$ cat src/rtl/grid_cfg_loader.sv
// Loads the 8x8 rotating-tile grid: buffers one plane per chain length, scans it in, latches V/H/D,
// loads flop state, then runs the loop-breaker class rotation. Optional readback: GRID_CFG_READBACK_EN.
module grid_cfg_loader #(
  parameter int CHAIN_LEN = 64
) (
  input  logic       clk,
  input  logic       rst,
  input  logic       start,
  input  logic       stop,
  input  logic [7:0] s_data,
  input  logic       s_valid,
  output logic       s_ready,
  output logic       scan_se,
  output logic       scan_sc,
  input  logic       scan_ret,
  output logic [1:0] cfg_sel,
  output logic       lb_en,
  output logic [1:0] lb_class,
  output logic       busy,
  output logic       done,
  output logic [7:0] rb_data,
  output logic       rb_valid
);

  localparam int BYTES = CHAIN_LEN / 8;
  localparam int BCW   = $clog2(BYTES + 1);
  localparam int SCW   = $clog2(CHAIN_LEN);
  localparam logic [BCW-1:0] BYTES_C   = BCW'(BYTES);
  localparam logic [BCW-1:0] LAST_BYTE = BCW'(BYTES - 1);
  localparam logic [SCW-1:0] LAST_BIT  = SCW'(CHAIN_LEN - 1);

  typedef enum logic [2:0] {
    S_IDLE,
    S_FILL,
    S_SHIFT,
    S_LATCH,
    S_RUN
  } state_t;

  state_t               state_q, state_d;
  logic [1:0]           plane;
  logic [BCW-1:0]       byte_cnt;
  logic [SCW-1:0]       bit_cnt;
  logic [CHAIN_LEN-1:0] buffer;
  logic                 xfer;
  logic                 last_bit;

  assign xfer     = s_valid && s_ready;
  assign last_bit = (bit_cnt == LAST_BIT);

  // The loop breaker stays engaged throughout loading and run; only the class rotates.
  assign lb_en   = 1'b1;
  assign scan_sc = scan_se & buffer[0];

  // NOTE: every output of this block gets a default first, so no path can infer a latch
  always_comb begin
    state_d = state_q;
    s_ready = 1'b0;
    scan_se = 1'b0;
    cfg_sel = 2'd0;
    busy    = 1'b0;
    unique case (state_q)
      S_IDLE: begin
        if (start) state_d = S_FILL;
      end
      S_FILL: begin
        busy    = 1'b1;
        s_ready = (byte_cnt < BYTES_C);
        if (s_valid && (byte_cnt == LAST_BYTE)) state_d = S_SHIFT;
      end
      S_SHIFT: begin
        busy    = 1'b1;
        scan_se = 1'b1;
        if (last_bit) state_d = (plane == 2'd3) ? S_RUN : S_LATCH;
      end
      S_LATCH: begin
        busy    = 1'b1;
        cfg_sel = plane + 2'd1;
        state_d = S_FILL;
      end
      S_RUN: begin
        if (start)     state_d = S_FILL;
        else if (stop) state_d = S_IDLE;
      end
      default: state_d = S_IDLE;
    endcase
  end

  // NOTE: state and counters use non-blocking assignments so every flop samples pre-edge values
  always_ff @(posedge clk or posedge rst) begin
    if (rst) begin
      state_q  <= S_IDLE;
      plane    <= 2'd0;
      byte_cnt <= '0;
      bit_cnt  <= '0;
      lb_class <= 2'd0;
      done     <= 1'b0;
    end else begin
      state_q <= state_d;
      done    <= (state_q == S_SHIFT) && (state_d == S_RUN);

      if (state_q != S_FILL) byte_cnt <= '0;
      else if (xfer)         byte_cnt <= byte_cnt + 1'b1;

      bit_cnt <= ((state_q == S_SHIFT) && !last_bit) ? bit_cnt + 1'b1 : '0;

      if (state_q == S_LATCH) plane <= plane + 2'd1;
      else if (((state_q == S_IDLE) || (state_q == S_RUN)) && start) plane <= 2'd0;

      if ((state_q == S_SHIFT) && (state_d == S_RUN)) lb_class <= 2'd0;
      else if ((state_q == S_RUN) && (state_d == S_RUN)) lb_class <= lb_class + 2'd1;
    end
  end

  // NOTE: the plane buffer is pure datapath, always fully refilled before use, so it takes no reset
  always_ff @(posedge clk) begin
    if (xfer)                    buffer <= {s_data, buffer[CHAIN_LEN-1:8]};
    else if (state_q == S_SHIFT) buffer <= {1'b0, buffer[CHAIN_LEN-1:1]};
  end

`ifdef GRID_CFG_READBACK_EN
  logic [7:0] rb_shift;
  logic       capture;

  // The plane-3 shift pushes the previous chain contents out of scan_ret, LSB of each byte first.
  assign capture = (state_q == S_SHIFT) && (plane == 2'd3);

  always_ff @(posedge clk or posedge rst) begin
    if (rst) begin
      rb_shift <= 8'd0;
      rb_data  <= 8'd0;
      rb_valid <= 1'b0;
    end else begin
      rb_valid <= 1'b0;
      if (capture) begin
        rb_shift <= {scan_ret, rb_shift[7:1]};
        if (bit_cnt[2:0] == 3'd7) begin
          rb_data  <= {scan_ret, rb_shift[7:1]};
          rb_valid <= 1'b1;
        end
      end
    end
  end
`else
  logic unused_ret;
  assign unused_ret = scan_ret;
  assign rb_data    = 8'd0;
  assign rb_valid   = 1'b0;
`endif

endmodule

$ cat config.mk
export PLATFORM = sky130hd
export DESIGN_NAME = grid_cfg_loader
export DESIGN_NICKNAME = d
export VERILOG_FILES = /design/src/rtl/grid_cfg_loader.sv
export SDC_FILE = /design/constraint.sdc
export NUM_CORES = 1
export LEC_CHECK = 0
export CAP_MARGIN = 20
export CORE_MARGIN = 4
export CORE_UTILIZATION = 45
export DETAILED_ROUTE_END_ITERATION = 10
export PLACE_DENSITY_LB_ADDON = 0.2
export SLEW_MARGIN = 20
export SYNTH_ARGS = -nofsm -noshare
export SYNTH_HDL_FRONTEND = slang
export SYNTH_SLANG_ARGS = --single-unit
export TNS_END_PERCENT = 10
$ cat constraint.sdc
create_clock -name clk -period 3.3 [get_ports clk]
set_clock_uncertainty 0.15 [all_clocks]
set_input_delay 0.33 -clock clk [delete_from_list [all_inputs] [get_ports clk]]
set_output_delay 0.33 -clock clk [all_outputs]
set_load 0.1 [all_outputs]
* Word level (Yosys, flattened, before mapping)
Cells that the tools add are included.
** Word-level totals
- Word-level logic and storage cells :: 56
- Flip-flop bits (word level) :: 82
- Input port bits :: 14
** Cells by class
- Bitwise logic cells :: 1
- Reduce and logical (&&, ||, !) cells :: 14
- Eq/ne operators :: 9
- Multiplexer cells :: 20
- Magnitude comparators :: 1
- Add/subtract/negate cells :: 4
** Operator list (count)
- two-way mux 64 bit :: 2
- two-way mux 3 bit :: 6
- one-hot mux 3 bit (5 select lines) :: 1
- two-way mux 2 bit :: 5
- two-way mux 4 bit :: 2
- nonzero test 2 bit :: 4
- adder 6 x 1 -> 6 bit, second input constant :: 1
- == test 3 x 2 -> 1 bit, second input constant :: 2
- == test 3 bit, second input constant :: 2
- == test 6 bit, second input constant :: 1
- logical AND 1 bit :: 6
- two-way mux 6 bit :: 1
- adder 2 x 1 -> 2 bit, second input constant :: 2
- adder 4 x 1 -> 4 bit, second input constant :: 1
- == test 4 x 3 -> 1 bit, second input constant :: 1
- < comparator 4 bit, second input constant :: 1
- == test 3 x 1 -> 1 bit, second input constant :: 1
- zero test 3 bit :: 1
- two-way mux 1 bit :: 3
- inequality test 3 x 1 -> 1 bit, second input constant :: 1
- OR reduction 3 bit :: 1
- == test 2 bit, second input constant :: 1
- bitwise AND 1 bit :: 1
- zero test 1 bit :: 1
- logical OR 1 bit :: 1

* Logic depth before layout (Yosys ltp)
- Word-level depth :: 8
- Gate-level depth with buffers :: 6

* Worst setup path before layout
OpenSTA, ideal clock, no wires.
- Path type :: reg2reg
- From :: reg state_q[2]
- To :: reg buffer[0], enable pin
- Data arrival time :: 2.728 ns
- Period minus slack after synthesis :: 3.301 ns
- Path buffers :: 3
- Cell stages (with the launch flop) :: 7
- Setup slack :: -0.001 ns
- Setup time :: 0.424 ns
- Path through :: dfrtp_1 or3b_1 buf_2 nand2b_4 buf_6 buf_6 nand2_1
** On the way
- Word-level cells in the longest chain between the ends :: 4
- Elaborated cells on any way between the ends :: 5
- Those cells by class :: 2 x eq/ne; 1 x mux; 2 x reduce/logical
** Ends and longest elaborated chain
- start: declaration :: RTL line 40 : state_t state_q, state_d;
- start signal: assignment :: RTL line 99 : state_q <= state_d;
- == test 3 x 1 -> 1 bit :: RTL line 62 : unique case (state_q)
- two-way mux 1 bit :: RTL line 62
- logical AND 1 bit :: RTL line 48 : assign xfer = s_valid && s_ready;
- nonzero test 2 bit (no line) (*)
- end signal: assignment :: RTL line 117 : if (xfer) buffer <= {s_data, buffer[CHAIN_LEN-1:8]};
- end signal: assignment :: RTL line 118 : else if (state_q == S_SHIFT) buffer <= {1'b0, buffer[CHAIN_LEN-1:1]};
- end: declaration :: RTL line 44 : logic [CHAIN_LEN-1:0] buffer;
Mark *: on every way between the ends. The rest lies on a longest branch, timed or not.
A chain may end at the register's enable or synchronous reset.

* Worst setup path after layout
- From :: reg state_q[1]
- To :: out scan_sc
** On the way
- Word-level cells in the longest chain between the ends :: 3
** Ends and longest elaborated chain
- == test 3 x 2 -> 1 bit :: RTL line 62
- two-way mux 1 bit :: RTL line 62
- bitwise AND 1 bit :: RTL line 53 : assign scan_sc = scan_se & buffer[0];
- end: declaration :: RTL line 14 : output logic scan_sc,
No other way between the ends.

==> summary.md <==
| Metric | Value |
|---|---|
| Outcome | complete, no violations |
| Ys Warns | 0 |
| Hold_buf cts | 0 |
| GR Util met2 | 17.13% |
| Worst Setup End Kind | primary output |
| CTS Root Cell | clkbuf_8 |
| Clock transition at path regs | 80 ps |
| Max cap viols | 0 |
| Mapped Avg Cell Area | 16.17 µm² |
| Initial core utilization | 46.39% |
| Gate Count Post-Synth | 237 |
| Max-slew headroom | 35.20% |
| DRT antenna net count | 0 |
| DR WL/cell | 14.82 µm |
| Cell Area, Placed | 0.004104 mm² |
| Min cycle time layout | 2474 ps |
| Chip width | roughly 100 µm |
| CP max FO | 8 |
| Tcrit/Tclk final | between 70% and 80% |
| Final hold viol count | 0 |
| Fin. max-slew vios | 0 |
| Met3 GRT Util | 2.780% |
| Setup Viol. Count Final | 0 |
| Area growth syn-to-layout | 11.76% |
| Port buffer count | 21 |
| Most common cell after layout, fill and taps aside | edfxtp_1 |
| Required time of the critical path | 2820 ps |
| CTS Buffer Depth | 2 |
| WHS | 240.3 ps |
| Most frequent cells in the layout | edfxtp_1 (64), mux2_4 (38), mux2_2 (26), dfrtp_1 (18) |
| Vias per std cell | 5.030 |
| # fillers | roughly 700 |
| CTS tree | done |
| Detailed Place HPWL | 3616 µm |
| Nets | 279 |
| Placer Congestion | 0.7686 |
| Post CTS Setup Buffer Count | 0 |
| DR pass1 iterations | 4 |
| DR vias | 1,871 |
| Slew at the pin closest to its max-slew limit | 968.9 ps |
| Clock network latency to the later pin of the worst-skew pair | roughly 340 ps |
| Top-Level Pins | 33 |
| RSZ-0062 raised after global routing | no |
| Synthesized area | 0.003831 mm² |
| Yosys cell types | 35 |
| # rows | 33 |
| Total global routing overflow | 0 |
| Starting DRT DRC Count | 46 |
| Static Leak | 1.708 nW |
| Routed WL | 5513 µm |
| Hold WC Path Type | input pin to async pin |
| All-layer global routing usage | 11.72% |
| Worst Path Arrival | 1990 ps |
| Area leader, netlist | edfxtp_1 |
| Initial antenna violation count | 0 |
| Placed Instances | 356 |
| Critical Path Start Type | flop |
| Die area | 0.01005 mm² |
| FF+latch count, synth | approximately 80 |
| Fin cells | 372 |
| CTS Sinks | between 80 and 90 |
| H-tree levels | 3 |
| # diodes | 0 |
| Fin area | between 0.004 and 0.005 mm² |
| Kind of critical path | flop to primary output |
| Fmax achieved | 404.2 MHz |
| Met1 Track Usage GR | between 10% and 20% |
| Vias in the first global route | 1,889 |
| Synth top area cells | edfxtp_1 (50%), mux2_4 (15%), dfrtp_1 (12%) |
| Largest net degree at the start of global routing | 66 |
| Die Span Y | roughly 100 µm |
| Gr busiest metal | met2 |
| Share of the synthesized area in the top cell type | 50.16% |
| TNS Setup | 0 ps |
| Layout cells sized above 1 | 34.46% |
| Post-cts resize count | 0 |
| Register area share after synthesis | 61.92% |
| Total CTS buffers | 9 |
| First-pass GRT wire length | 9211 µm |
| Pwr per Cell Area | 865.4 mW/mm² |
| Core ar. | 0.008258 mm² |
| DRC viols | 0 |
| VDD IR max | 346.3 µV |
## per-stage QoR
stage / setup WS, ps / util [%] / power, mW
after floorplan: 500.6 / - / 2.857
after CTS: 791.1 / 51.85 / 3.752
after detailed placement: 857.0 / 49.70 / 3.091
final: 825.9 / 51.85 / 3.705
after global placement: 846.5 / 49.70 / 3.064
after global routing: 540.9 / 51.85 / 3.913
## Yosys cell counts
| cell type | number |
|---|---|
| nand2_1 | 4 |
| xnor2_1 | 2 |
| nor2b_1 | 3 |
| nand2b_4 | 1 |
| o22ai_1 | 2 |
| edfxtp_1 | 64 |
| a41oi_1 | 1 |
| buf_2 | 3 |
| buf_6 | 5 |
| xor2_1 | 3 |
| nor2_1 | 15 |
| o21bai_1 | 1 |
| nand3_1 | 3 |
| or4b_1 | 1 |
| and3_1 | 3 |
| and4_1 | 2 |
| dfrtp_1 | 18 |
| mux2_4 | 38 |
| nand4b_1 | 1 |
| conb_1 | 2 |
| inv_1 | 4 |
| or3b_1 | 1 |
| a311oi_1 | 1 |
| o21ai_0 | 6 |
| nand2b_1 | 3 |
| a21oi_1 | 3 |
| ha_1 | 3 |
| mux2_2 | 26 |
| buf_4 | 10 |
| and2_1 | 1 |
| o221ai_1 | 1 |
| o311ai_0 | 1 |
| or3_1 | 2 |
| or4b_2 | 1 |
| nand3b_1 | 2 |
## registers in the layout (all words and copies together), names as in the netlist
register / flops
state_q: 3
bit_cnt: 6
done: 1
byte_cnt: 4
lb_class: 2
buffer: 64
plane: 2
## path summary, 6_finish.rpt
kind	from	end	slack (ps)	cells after the start
setup reg to reg	state_q[0]$_DFF_PP0_	buffer[8]$_DFFE_PP_	990	4
setup / recovery	state_q[1]$_DFF_PP0_	scan_sc	830	5
max in group asynchronous	rst	bit_cnt[3]$_DFF_PP0_	2310	2
hold reg to reg	bit_cnt[0]$_DFF_PP0_	bit_cnt[0]$_DFF_PP0_	330	1
hold / removal	rst	byte_cnt[0]$_DFFE_PP0P_	240	2
min in group clk	bit_cnt[0]$_DFF_PP0_	bit_cnt[0]$_DFF_PP0_	330	1
## critical path, stage by stage, from the launching register on
cell	delay, ps
dfrtp_1	450
nor2b_1	300
nand2b_1	220
inv_1	240
and2_1	160
buf_4	280
## layout make-up
type | count | area (µm²) | share of cell area, %
Clock inverter | 7 | 53.80 | 1.257
Tap cell | 105 | 131.4 | 3.068
Timing Repair Buffer | 24 | 255.2 | 5.961
Inverter | 4 | 15.01 | 0.3507
Sequential cell | 82 | 2372 | 55.41
Multi-Input combinational cell | 141 | 1330 | 31.06
Clock buffer | 9 | 123.9 | 2.893
## metal layers
metal | vias to the layer above | wire length [µm]
met5 | - | 0
li1 | 922 | -
met4 | 0 | 131
met2 | 22 | 2421
met1 | 918 | 2813
met3 | 9 | 146
## power by group
group	leakage (nW)	internal, mW	switching (mW)
sequential	0.852	1.63	0.186
combinational	0.768	0.660	0.563
clock	0.0875	0.280	0.382
## cells by family after synthesis
group | Yosys count | synth area share (%)
other cells | 2 | 0.1960
compound gates | 16 | 2.613
mux | 64 | 22.53
fa+ha+maj | 3 | 0.9799
flops | 82 | 61.92
buf+inv | 22 | 4.213
xor+xnor | 5 | 1.143
simple gates | 43 | 6.401
Power figures use the tool's default switching activity.
